`config.mk`:
```
export PLATFORM = sky130hd
export DESIGN_NAME = axi_wdata_issue_sync_128b_flat
export DESIGN_NICKNAME = d
export VERILOG_FILES = /design/src/rtl/axi_wdata_issue_sync_128b_pkg.sv /design/src/rtl/axi_wdata_issue_sync_128b_if.sv /design/src/rtl/axi_wdata_issue_sync_128b_wcmd_queue_sync.sv /design/src/rtl/axi_wdata_issue_sync_128b.sv /design/src/flat_wrapper.sv
export SDC_FILE = /design/constraint.sdc
export NUM_CORES = 1
export LEC_CHECK = 0
export ABC_CLOCK_PERIOD_IN_PS = 6500
export CELL_PAD_IN_SITES_DETAIL_PLACEMENT = 1
export CELL_PAD_IN_SITES_GLOBAL_PLACEMENT = 1
export CORE_MARGIN = 1
export CORE_UTILIZATION = 30
export DETAILED_ROUTE_END_ITERATION = 8
export PLACE_DENSITY = 0.82
export SLEW_MARGIN = 20
export SYNTH_ARGS = -nofsm -noshare
export SYNTH_HDL_FRONTEND = slang
export SYNTH_SLANG_ARGS = --single-unit
export TNS_END_PERCENT = 100
```
`constraint.sdc`:
```
create_clock -name clk -period 6.5 [get_ports clk]
set_input_delay 1.95 -clock clk [delete_from_list [all_inputs] [get_ports clk]]
set_output_delay 1.95 -clock clk [all_outputs]
set_load 0.05 [all_outputs]
```
`src/rtl/axi_wdata_issue_sync_128b_pkg.sv`:
```
`default_nettype none
// ============================================================================
// Module   : axi_wdata_issue_sync_128b_pkg
// Purpose  : Shared widths, FIFO word layout and FSM state type for the
//            128b AXI write-data issuer.
// Contents : AXI_DATA_W, AXI_STRB_W, AXI_LEN_W, FIFO_W, STRB_LSB,
//            CMDQ_DEPTH, wstate_e
// Revision : 1.0 - initial release
// ============================================================================
package axi_wdata_issue_sync_128b_pkg;

    localparam int AXI_DATA_W = 128;
    localparam int AXI_STRB_W = AXI_DATA_W / 8;
    localparam int AXI_LEN_W  = 8;
    localparam int CMDQ_DEPTH = 4;

    // Data FIFO word is {strb, data}; strobes sit directly above the data.
    localparam int STRB_LSB   = AXI_DATA_W;
    localparam int FIFO_W     = AXI_DATA_W + AXI_STRB_W;

    typedef enum logic [0:0] {
        ST_IDLE  = 1'b0,
        ST_BURST = 1'b1
    } wstate_e;

endpackage : axi_wdata_issue_sync_128b_pkg
`default_nettype wire

```
`src/rtl/axi_wdata_issue_sync_128b_if.sv`:
```
`default_nettype none
// ============================================================================
// Module   : axi_wdata_issue_sync_128b_if
// Purpose  : AXI write-data (W) channel bundle.
// Signals  : m_axi_wvalid, m_axi_wready, m_axi_wdata, m_axi_wstrb,
//            m_axi_wlast
// Modports : master (issuer side), slave (interconnect / memory side)
// Revision : 1.0 - initial release
// ============================================================================
interface axi_wdata_issue_sync_128b_if #(
    parameter int DATA_W = axi_wdata_issue_sync_128b_pkg::AXI_DATA_W,
    parameter int STRB_W = axi_wdata_issue_sync_128b_pkg::AXI_STRB_W
) ();

    logic              m_axi_wvalid;
    logic              m_axi_wready;
    logic [DATA_W-1:0] m_axi_wdata;
    logic [STRB_W-1:0] m_axi_wstrb;
    logic              m_axi_wlast;

    modport master (
        output m_axi_wvalid,
        output m_axi_wdata,
        output m_axi_wstrb,
        output m_axi_wlast,
        input  m_axi_wready
    );

    modport slave (
        input  m_axi_wvalid,
        input  m_axi_wdata,
        input  m_axi_wstrb,
        input  m_axi_wlast,
        output m_axi_wready
    );

endinterface : axi_wdata_issue_sync_128b_if
`default_nettype wire

```
`src/rtl/axi_wdata_issue_sync_128b_wcmd_queue_sync.sv`:
```
`default_nettype none
// ============================================================================
// Module   : wcmd_queue_sync
// Purpose  : Flop-based FIFO holding burst lengths (beats-1) for the W
//            issuer. Head entry is visible on pop_data while !empty.
// Ports    : clk, rst (async, active-high), flush (sync clear),
//            push/push_data, pop/pop_data, full, empty
// Revision : 1.0 - initial release
// ============================================================================
module wcmd_queue_sync #(
    parameter int WIDTH = 8,
    parameter int DEPTH = 4
) (
    input  wire logic             clk,
    input  wire logic             rst,
    input  wire logic             flush,
    input  wire logic             push,
    input  wire logic [WIDTH-1:0] push_data,
    input  wire logic             pop,
    output logic      [WIDTH-1:0] pop_data,
    output logic                  full,
    output logic                  empty
);
    import axi_wdata_issue_sync_128b_pkg::*;

    localparam int                c_ptr_w = $clog2(DEPTH);
    localparam logic [c_ptr_w:0]  c_depth = (c_ptr_w + 1)'(DEPTH);

    logic [WIDTH-1:0]   r_mem [DEPTH];
    logic [c_ptr_w-1:0] r_wr_ptr;
    logic [c_ptr_w-1:0] r_rd_ptr;
    logic [c_ptr_w:0]   r_count;

    logic w_push;
    logic w_pop;

    // A push into a full queue is refused even if a pop happens in the
    // same cycle; the freed slot shows up on the next cycle's !full.
    assign w_push   = push & ~full;
    assign w_pop    = pop & ~empty;
    assign full     = (r_count == c_depth);
    assign empty    = (r_count == '0);
    assign pop_data = r_mem[r_rd_ptr];

    always_ff @(posedge clk or posedge rst) begin
        if (rst) begin
            r_wr_ptr <= '0;
            r_rd_ptr <= '0;
            r_count  <= '0;
        end else if (flush) begin
            r_wr_ptr <= '0;
            r_rd_ptr <= '0;
            r_count  <= '0;
        end else begin
            if (w_push) r_wr_ptr <= r_wr_ptr + 1'b1;
            if (w_pop)  r_rd_ptr <= r_rd_ptr + 1'b1;
            case ({w_push, w_pop})
                2'b10:   r_count <= r_count + 1'b1;
                2'b01:   r_count <= r_count - 1'b1;
                default: r_count <= r_count;
            endcase
        end
    end

    // Storage needs no reset: entries are only read behind the count.
    always_ff @(posedge clk) begin
        if (w_push) r_mem[r_wr_ptr] <= push_data;
    end

endmodule : wcmd_queue_sync
`default_nettype wire

```
`src/rtl/axi_wdata_issue_sync_128b.sv`:
```
`default_nettype none
// ============================================================================
// Module   : axi_wdata_issue_sync_128b
// Purpose  : Drains the {strb,data} write FIFO onto the AXI W channel.
//            Burst lengths come from a command queue filled alongside AW;
//            generates WLAST and a one-cycle burst_done per burst.
// Ports    : clk, rst (async, active-high), soft_init (sync flush)
//            cmd_valid/cmd_ready/cmd_len  - burst length queue input
//            fifo_pop/fifo_rdata/fifo_empty - FWFT data FIFO read side
//            m_axi (master modport)        - AXI W channel
//            burst_done                    - pulse after WLAST handshake
//            busy                          - work pending or in flight
// Revision : 1.0 - initial release
// ============================================================================
module axi_wdata_issue_sync_128b #(
    parameter int DATA_W     = axi_wdata_issue_sync_128b_pkg::AXI_DATA_W,
    parameter int STRB_W     = axi_wdata_issue_sync_128b_pkg::AXI_STRB_W,
    parameter int LEN_W      = axi_wdata_issue_sync_128b_pkg::AXI_LEN_W,
    parameter int CMDQ_DEPTH = axi_wdata_issue_sync_128b_pkg::CMDQ_DEPTH
) (
    input  wire logic                     clk,
    input  wire logic                     rst,
    input  wire logic                     soft_init,
    input  wire logic                     cmd_valid,
    output logic                          cmd_ready,
    input  wire logic [LEN_W-1:0]         cmd_len,
    output logic                          fifo_pop,
    input  wire logic [DATA_W+STRB_W-1:0] fifo_rdata,
    input  wire logic                     fifo_empty,
    axi_wdata_issue_sync_128b_if.master   m_axi,
    output logic                          burst_done,
    output logic                          busy
);
    import axi_wdata_issue_sync_128b_pkg::*;

    localparam int c_strb_lsb = DATA_W;

    wstate_e           r_state;
    logic [LEN_W-1:0]  r_len;
    logic [LEN_W-1:0]  r_beat_cnt;
    logic              r_wvalid;
    logic [DATA_W-1:0] r_wdata;
    logic [STRB_W-1:0] r_wstrb;
    logic              r_wlast;
    logic              r_burst_done;

    logic              w_q_full;
    logic              w_q_empty;
    logic [LEN_W-1:0]  w_q_head;
    logic              w_q_pop;
    logic              w_free;
    logic              w_pop;
    logic              w_last_beat;

    wcmd_queue_sync #(
        .WIDTH (LEN_W),
        .DEPTH (CMDQ_DEPTH)
    ) u_cmdq (
        .clk       (clk),
        .rst       (rst),
        .flush     (soft_init),
        .push      (cmd_valid),
        .push_data (cmd_len),
        .pop       (w_q_pop),
        .pop_data  (w_q_head),
        .full      (w_q_full),
        .empty     (w_q_empty)
    );

    // Output stage can take a new beat when empty or being drained now.
    assign w_free      = ~r_wvalid | m_axi.m_axi_wready;
    assign w_pop       = (r_state == ST_BURST) & ~fifo_empty & w_free;
    assign w_last_beat = (r_beat_cnt == r_len);

    // Head is consumed when starting from idle, or on the last beat of a
    // burst so the next burst starts without a bubble. The queue ignores
    // the pop when empty.
    assign w_q_pop = ((r_state == ST_IDLE) & ~w_q_empty) | (w_pop & w_last_beat);

    always_ff @(posedge clk or posedge rst) begin
        if (rst) begin
            r_state      <= ST_IDLE;
            r_len        <= '0;
            r_beat_cnt   <= '0;
            r_wvalid     <= 1'b0;
            r_wdata      <= '0;
            r_wstrb      <= '0;
            r_wlast      <= 1'b0;
            r_burst_done <= 1'b0;
        end else if (soft_init) begin
            r_state      <= ST_IDLE;
            r_len        <= '0;
            r_beat_cnt   <= '0;
            r_wvalid     <= 1'b0;
            r_wdata      <= '0;
            r_wstrb      <= '0;
            r_wlast      <= 1'b0;
            r_burst_done <= 1'b0;
        end else begin
            case (r_state)
                ST_IDLE: begin
                    if (!w_q_empty) begin
                        r_state    <= ST_BURST;
                        r_len      <= w_q_head;
                        r_beat_cnt <= '0;
                    end
                end
                ST_BURST: begin
                    if (w_pop) begin
                        if (w_last_beat) begin
                            r_beat_cnt <= '0;
                            if (!w_q_empty) r_len   <= w_q_head;
                            else            r_state <= ST_IDLE;
                        end else begin
                            r_beat_cnt <= r_beat_cnt + 1'b1;
                        end
                    end
                end
                default: r_state <= ST_IDLE;
            endcase

            // Payload only changes on a load, so it is held during stalls.
            if (w_pop) begin
                r_wvalid <= 1'b1;
                r_wdata  <= fifo_rdata[DATA_W-1:0];
                r_wstrb  <= fifo_rdata[c_strb_lsb +: STRB_W];
                r_wlast  <= w_last_beat;
            end else if (m_axi.m_axi_wready) begin
                r_wvalid <= 1'b0;
            end

            r_burst_done <= r_wvalid & m_axi.m_axi_wready & r_wlast;
        end
    end

    assign cmd_ready          = ~w_q_full;
    assign fifo_pop           = w_pop;
    assign m_axi.m_axi_wvalid = r_wvalid;
    assign m_axi.m_axi_wdata  = r_wdata;
    assign m_axi.m_axi_wstrb  = r_wstrb;
    assign m_axi.m_axi_wlast  = r_wlast;
    assign burst_done         = r_burst_done;
    assign busy               = (r_state == ST_BURST) | ~w_q_empty | r_wvalid;

endmodule : axi_wdata_issue_sync_128b
`default_nettype wire

```
`src/flat_wrapper.sv`:
```
// flat-port wrapper written by rule: the top's interface ports become plain ports
module axi_wdata_issue_sync_128b_flat import axi_wdata_issue_sync_128b_pkg::*;
#(
    parameter int DATA_W     = axi_wdata_issue_sync_128b_pkg::AXI_DATA_W,
    parameter int STRB_W     = axi_wdata_issue_sync_128b_pkg::AXI_STRB_W,
    parameter int LEN_W      = axi_wdata_issue_sync_128b_pkg::AXI_LEN_W,
    parameter int CMDQ_DEPTH = axi_wdata_issue_sync_128b_pkg::CMDQ_DEPTH
)
  (clk, rst, soft_init, cmd_valid, cmd_ready, cmd_len, fifo_pop, fifo_rdata, fifo_empty, burst_done, busy, m_axi_m_axi_wvalid, m_axi_m_axi_wdata, m_axi_m_axi_wstrb, m_axi_m_axi_wlast, m_axi_m_axi_wready);
  axi_wdata_issue_sync_128b_if #(.DATA_W(DATA_W), .STRB_W(STRB_W)) m_axi_i ();
  input  wire logic clk;
  input  wire logic rst;
  input  wire logic soft_init;
  input  wire logic cmd_valid;
  output logic cmd_ready;
  input  wire logic [LEN_W-1:0] cmd_len;
  output logic fifo_pop;
  input  wire logic [DATA_W+STRB_W-1:0] fifo_rdata;
  input  wire logic fifo_empty;
  output logic burst_done;
  output logic busy;
  output wire logic [$bits(m_axi_i.m_axi_wvalid)-1:0] m_axi_m_axi_wvalid;
  output wire logic [$bits(m_axi_i.m_axi_wdata)-1:0] m_axi_m_axi_wdata;
  output wire logic [$bits(m_axi_i.m_axi_wstrb)-1:0] m_axi_m_axi_wstrb;
  output wire logic [$bits(m_axi_i.m_axi_wlast)-1:0] m_axi_m_axi_wlast;
  input wire logic [$bits(m_axi_i.m_axi_wready)-1:0] m_axi_m_axi_wready;
  assign m_axi_m_axi_wvalid = m_axi_i.m_axi_wvalid;
  assign m_axi_m_axi_wdata = m_axi_i.m_axi_wdata;
  assign m_axi_m_axi_wstrb = m_axi_i.m_axi_wstrb;
  assign m_axi_m_axi_wlast = m_axi_i.m_axi_wlast;
  assign m_axi_i.m_axi_wready = m_axi_m_axi_wready;
  axi_wdata_issue_sync_128b #(.DATA_W(DATA_W), .STRB_W(STRB_W), .LEN_W(LEN_W), .CMDQ_DEPTH(CMDQ_DEPTH)) u_core (.clk(clk), .rst(rst), .soft_init(soft_init), .cmd_valid(cmd_valid), .cmd_ready(cmd_ready), .cmd_len(cmd_len), .fifo_pop(fifo_pop), .fifo_rdata(fifo_rdata), .fifo_empty(fifo_empty), .m_axi(m_axi_i), .burst_done(burst_done), .busy(busy));
endmodule
```
==> results.json <==
{
  "reg2reg_slack_ns": 3.49,
  "post_cts_resized": 0,
  "hold_buffers": 0,
  "drive_gt1_share_pct": 6.36,
  "clockBufferDepth": 3,
  "hold_start": "u_core.m_axi.m_axi_wdata[108]",
  "syn_nets": 978,
  "seq_area_frac_synth_pct": 63.4,
  "drtAntennaViolNets": 0,
  "cts_tree": "built",
  "die_w_um": 168,
  "min_period_ns": 4.83,
  "period_share_pct": 74.3,
  "register_area_mm2": 0.00524,
  "setup_ws_ns": 1.67,
  "routed_wl_um": 25500,
  "hold_viol": 0,
  "syn_to_final_growth_pct": 51.9,
  "r2r_end": "u_core.u_cmdq.r_count[2]",
  "post-route-cell-area_mm2": 0.0126,
  "power_density_mw_per_mm2": 361,
  "yosysUniqueCellTypes": 42,
  "yosysWarnings": 0,
  "finalSetupViolCount": 0,
  "dr.first_iter.drc_count": 435,
  "die_h_um": 168,
  "cts_root_buffer": "clkbuf_16",
  "vias": 6916,
  "drv_cap": 0,
  "fin_nets": 1262,
  "finalClockSkew_ns": 0.0135,
  "synth_area_leaders": "dfrtp_1 (52%), nand2_1 (13%), edfxtp_1 (12%)",
  "reg2reg_from": "u_core.r_state",
  "critical_path_class": "input port to primary output",
  "avgSynthCellArea_um2": 10.1,
  "placed_area_mm2": 0.0116,
  "grt_overflow_total": 0,
  "place.gp.congestion": 0.723,
  "holdPathStages": 2,
  "cts.clk_slew.worst_paths_ns": 0.06,
  "drc": 0,
  "clk_latency_ns": 0.51,
  "cts_made_buffers": 24,
  "endpoint_kind": "primary output",
  "path_max_fanout": 2,
  "grt_pass1_wl_um": 40400,
  "fp-row-count": 60,
  "synth-seq-cells": 203,
  "core_area_mm2": 0.0270,
  "initial_core_util_pct": 30.7,
  "portBuffers": 307,
  "crit_arrival_ns": 2.88,
  "drt-vias-per-instance": 4.75,
  "post_cts_buffers": 0,
  "worst_pin_slew_ns": 1.01,
  "synth_top_area_cell": "dfrtp_1",
  "dp_slack_ns": 1.59,
  "syn_inst": 814,
  "routedWlPerCell_um": 17.5,
  "maxSlewViolCount": 0,
  "die_area_mm2": 0.0282,
  "yosysTopAreaCellShare_pct": 51.8,
  "grt_max_degree": 172,
  "whs_ns": 0.519,
  "whs_endpoint": "u_core.m_axi.m_axi_wdata[108]",
  "setup-tns-final_ns": 0,
  "status": "complete, no violations",
  "ir_drop_v": 0.000183,
  "io_pins": 308,
  "instances_no_fill": 1457,
  "min_path_type": "flop to flop",
  "htree_levels": 1,
  "relSlewSlack_pct": 32.6,
  "dp_hpwl_um": 16500,
  "antennaDiodeCount": 0,
  "crit_required_ns": 4.55,
  "fmax_ghz": 0.207,
  "post-route-util_pct": 46.6,
  "startpoint_type": "input port",
  "drtPass1Iterations": 4,
  "synth.cell_area_mm2": 0.00826,
  "cts.sinks": 203,
  "nFillCells": 2928,
  "total_leakage_power_nw": 5.14,
  "track_usage_pct": 17.8,
  "grt_setup_unrepaired": "no",
  "multi_input_area_mm2": 0.00279,
  "total_power_mw": 4.53,
  "grt_pass1_vias": 7302,
  "dp_cells": 1413,
  "antenna_found_initial": 1,
  "worstRegToRegCells": 10
}
cell usage in the layout (no fill, tap or decap), types with 3 or more instances in the layout:
master	count
inv_1	4
nand2_1	294
clkdlybuf4s50_1	305
edfxtp_1	32
ha_1	5
clkbuf_16	25
clkbuf_8	3
mux2i_1	10
xnor2_1	6
xor2_1	10
buf_4	7
nor2_1	21
and3_1	8
or3_1	3
dfrtp_1	171
bufinv_16	7
clkinvlp_4	3
a21oi_1	150
nand2b_1	4
clkinv_2	4
mux4_2	8
registers in the layout, summed over array words and instances (netlist names), 2 cells and up:
signal / cells
u_core.m_axi.m_axi_wdata: 128
u_core.u_cmdq.r_rd_ptr: 2
u_core.r_beat_cnt: 8
u_core.r_len: 8
u_core.m_axi.m_axi_wstrb: 16
u_core.u_cmdq.r_mem: 32
u_core.u_cmdq.r_count: 3
u_core.u_cmdq.r_wr_ptr: 2
kinds of logic (layout without fill, tap and decap cells):
group / count (synthesis) / after routing / synth area share [%]
simple gates: 346 / 346 / 17.1
flops: 203 / 203 / 63.4
compound gates: 161 / 161 / 10.2
buf+inv: 62 / 364 / 2.92
mux: 20 / 20 / 3.71
xor+xnor: 16 / 16 / 1.70
fa+ha+maj: 6 / 6 / 1.00
worst max path at each step:
stage,startpoint,end,slack (ns),cells past startpoint
finish,fifo_empty,fifo_pop,1.67,5
global route,m_axi_m_axi_wready,fifo_pop,1.61,5
CTS,fifo_empty,fifo_pop,1.65,5
detailed placement,fifo_empty,u_core.u_cmdq.r_count[2],1.59,11
global placement,fifo_empty,u_core.u_cmdq.r_count[2],1.60,11
floorplan,fifo_empty,fifo_pop,1.28,5
synth_stat cells:
cell and count:
edfxtp_1 32, or3_1 3, buf_2 1, nor2_2 2
and3_1 8, nand3_2 1, mux2_1 1, nor4_2 1
o21ai_1 1, or3b_4 1, o41ai_1 1, nor2b_1 2
a21o_1 1, fa_1 1, and4b_1 1, xor2_1 10
a32oi_1 1, buf_1 5, inv_1 5, nor3_2 1
a21oi_1 150, buf_6 1, mux2i_1 10, a31oi_2 1
ha_1 5, and2_4 1, a31oi_1 1, nand2b_1 5
a211oi_1 2, o31a_1 2, nand3_1 2, mux4_2 8
nor4_4 1, inv_2 1, nor3_1 2, nand2_1 294
nor2_1 21, mux2_4 1, o21a_1 1, clkbuf_1 49
dfrtp_1 171, xnor2_1 6
metal layers:
layer | GRT usage, % | share of wire, % | vias to the layer above
met5 | 0 | 0.047 | -
met2 | 30.6 | 49 | 229
li1 | - | - | 3249
met3 | 4.42 | 6.7 | 47
met1 | 21.9 | 41 | 3389
met4 | 5.86 | 2.7 | 2
layout make-up:
| type | count | share of cell area [%] |
|---|---|---|
| tap | 341 | 3.40 |
| inverter | 6 | 0.229 |
| clock buffer | 30 | 5.37 |
| timing repair buffer | 314 | 25.1 |
| multi-input combinational | 549 | 22.2 |
| sequential | 203 | 41.7 |
| clock inverter | 14 | 1.98 |
power by group:
| group | leakage, nW | total (mW) | internal [mW] | switching [mW] |
|---|---|---|---|---|
| logic | 2.05 | 1.41 | 0.510 | 0.902 |
| registers | 2.64 | 1.57 | 1.46 | 0.116 |
| clock network | 0.448 | 1.55 | 1.01 | 0.540 |
| total | 5.14 | 4.53 | 2.98 | 1.56 |
worst max-delay path: stages:
cell and delay [ns]:
clkdlybuf4s50_1 0.39, nand2b_1 0.17, nand2b_4 0.17, inv_4 0.06, buf_12 0.13
Power figures use the tool's default switching activity.
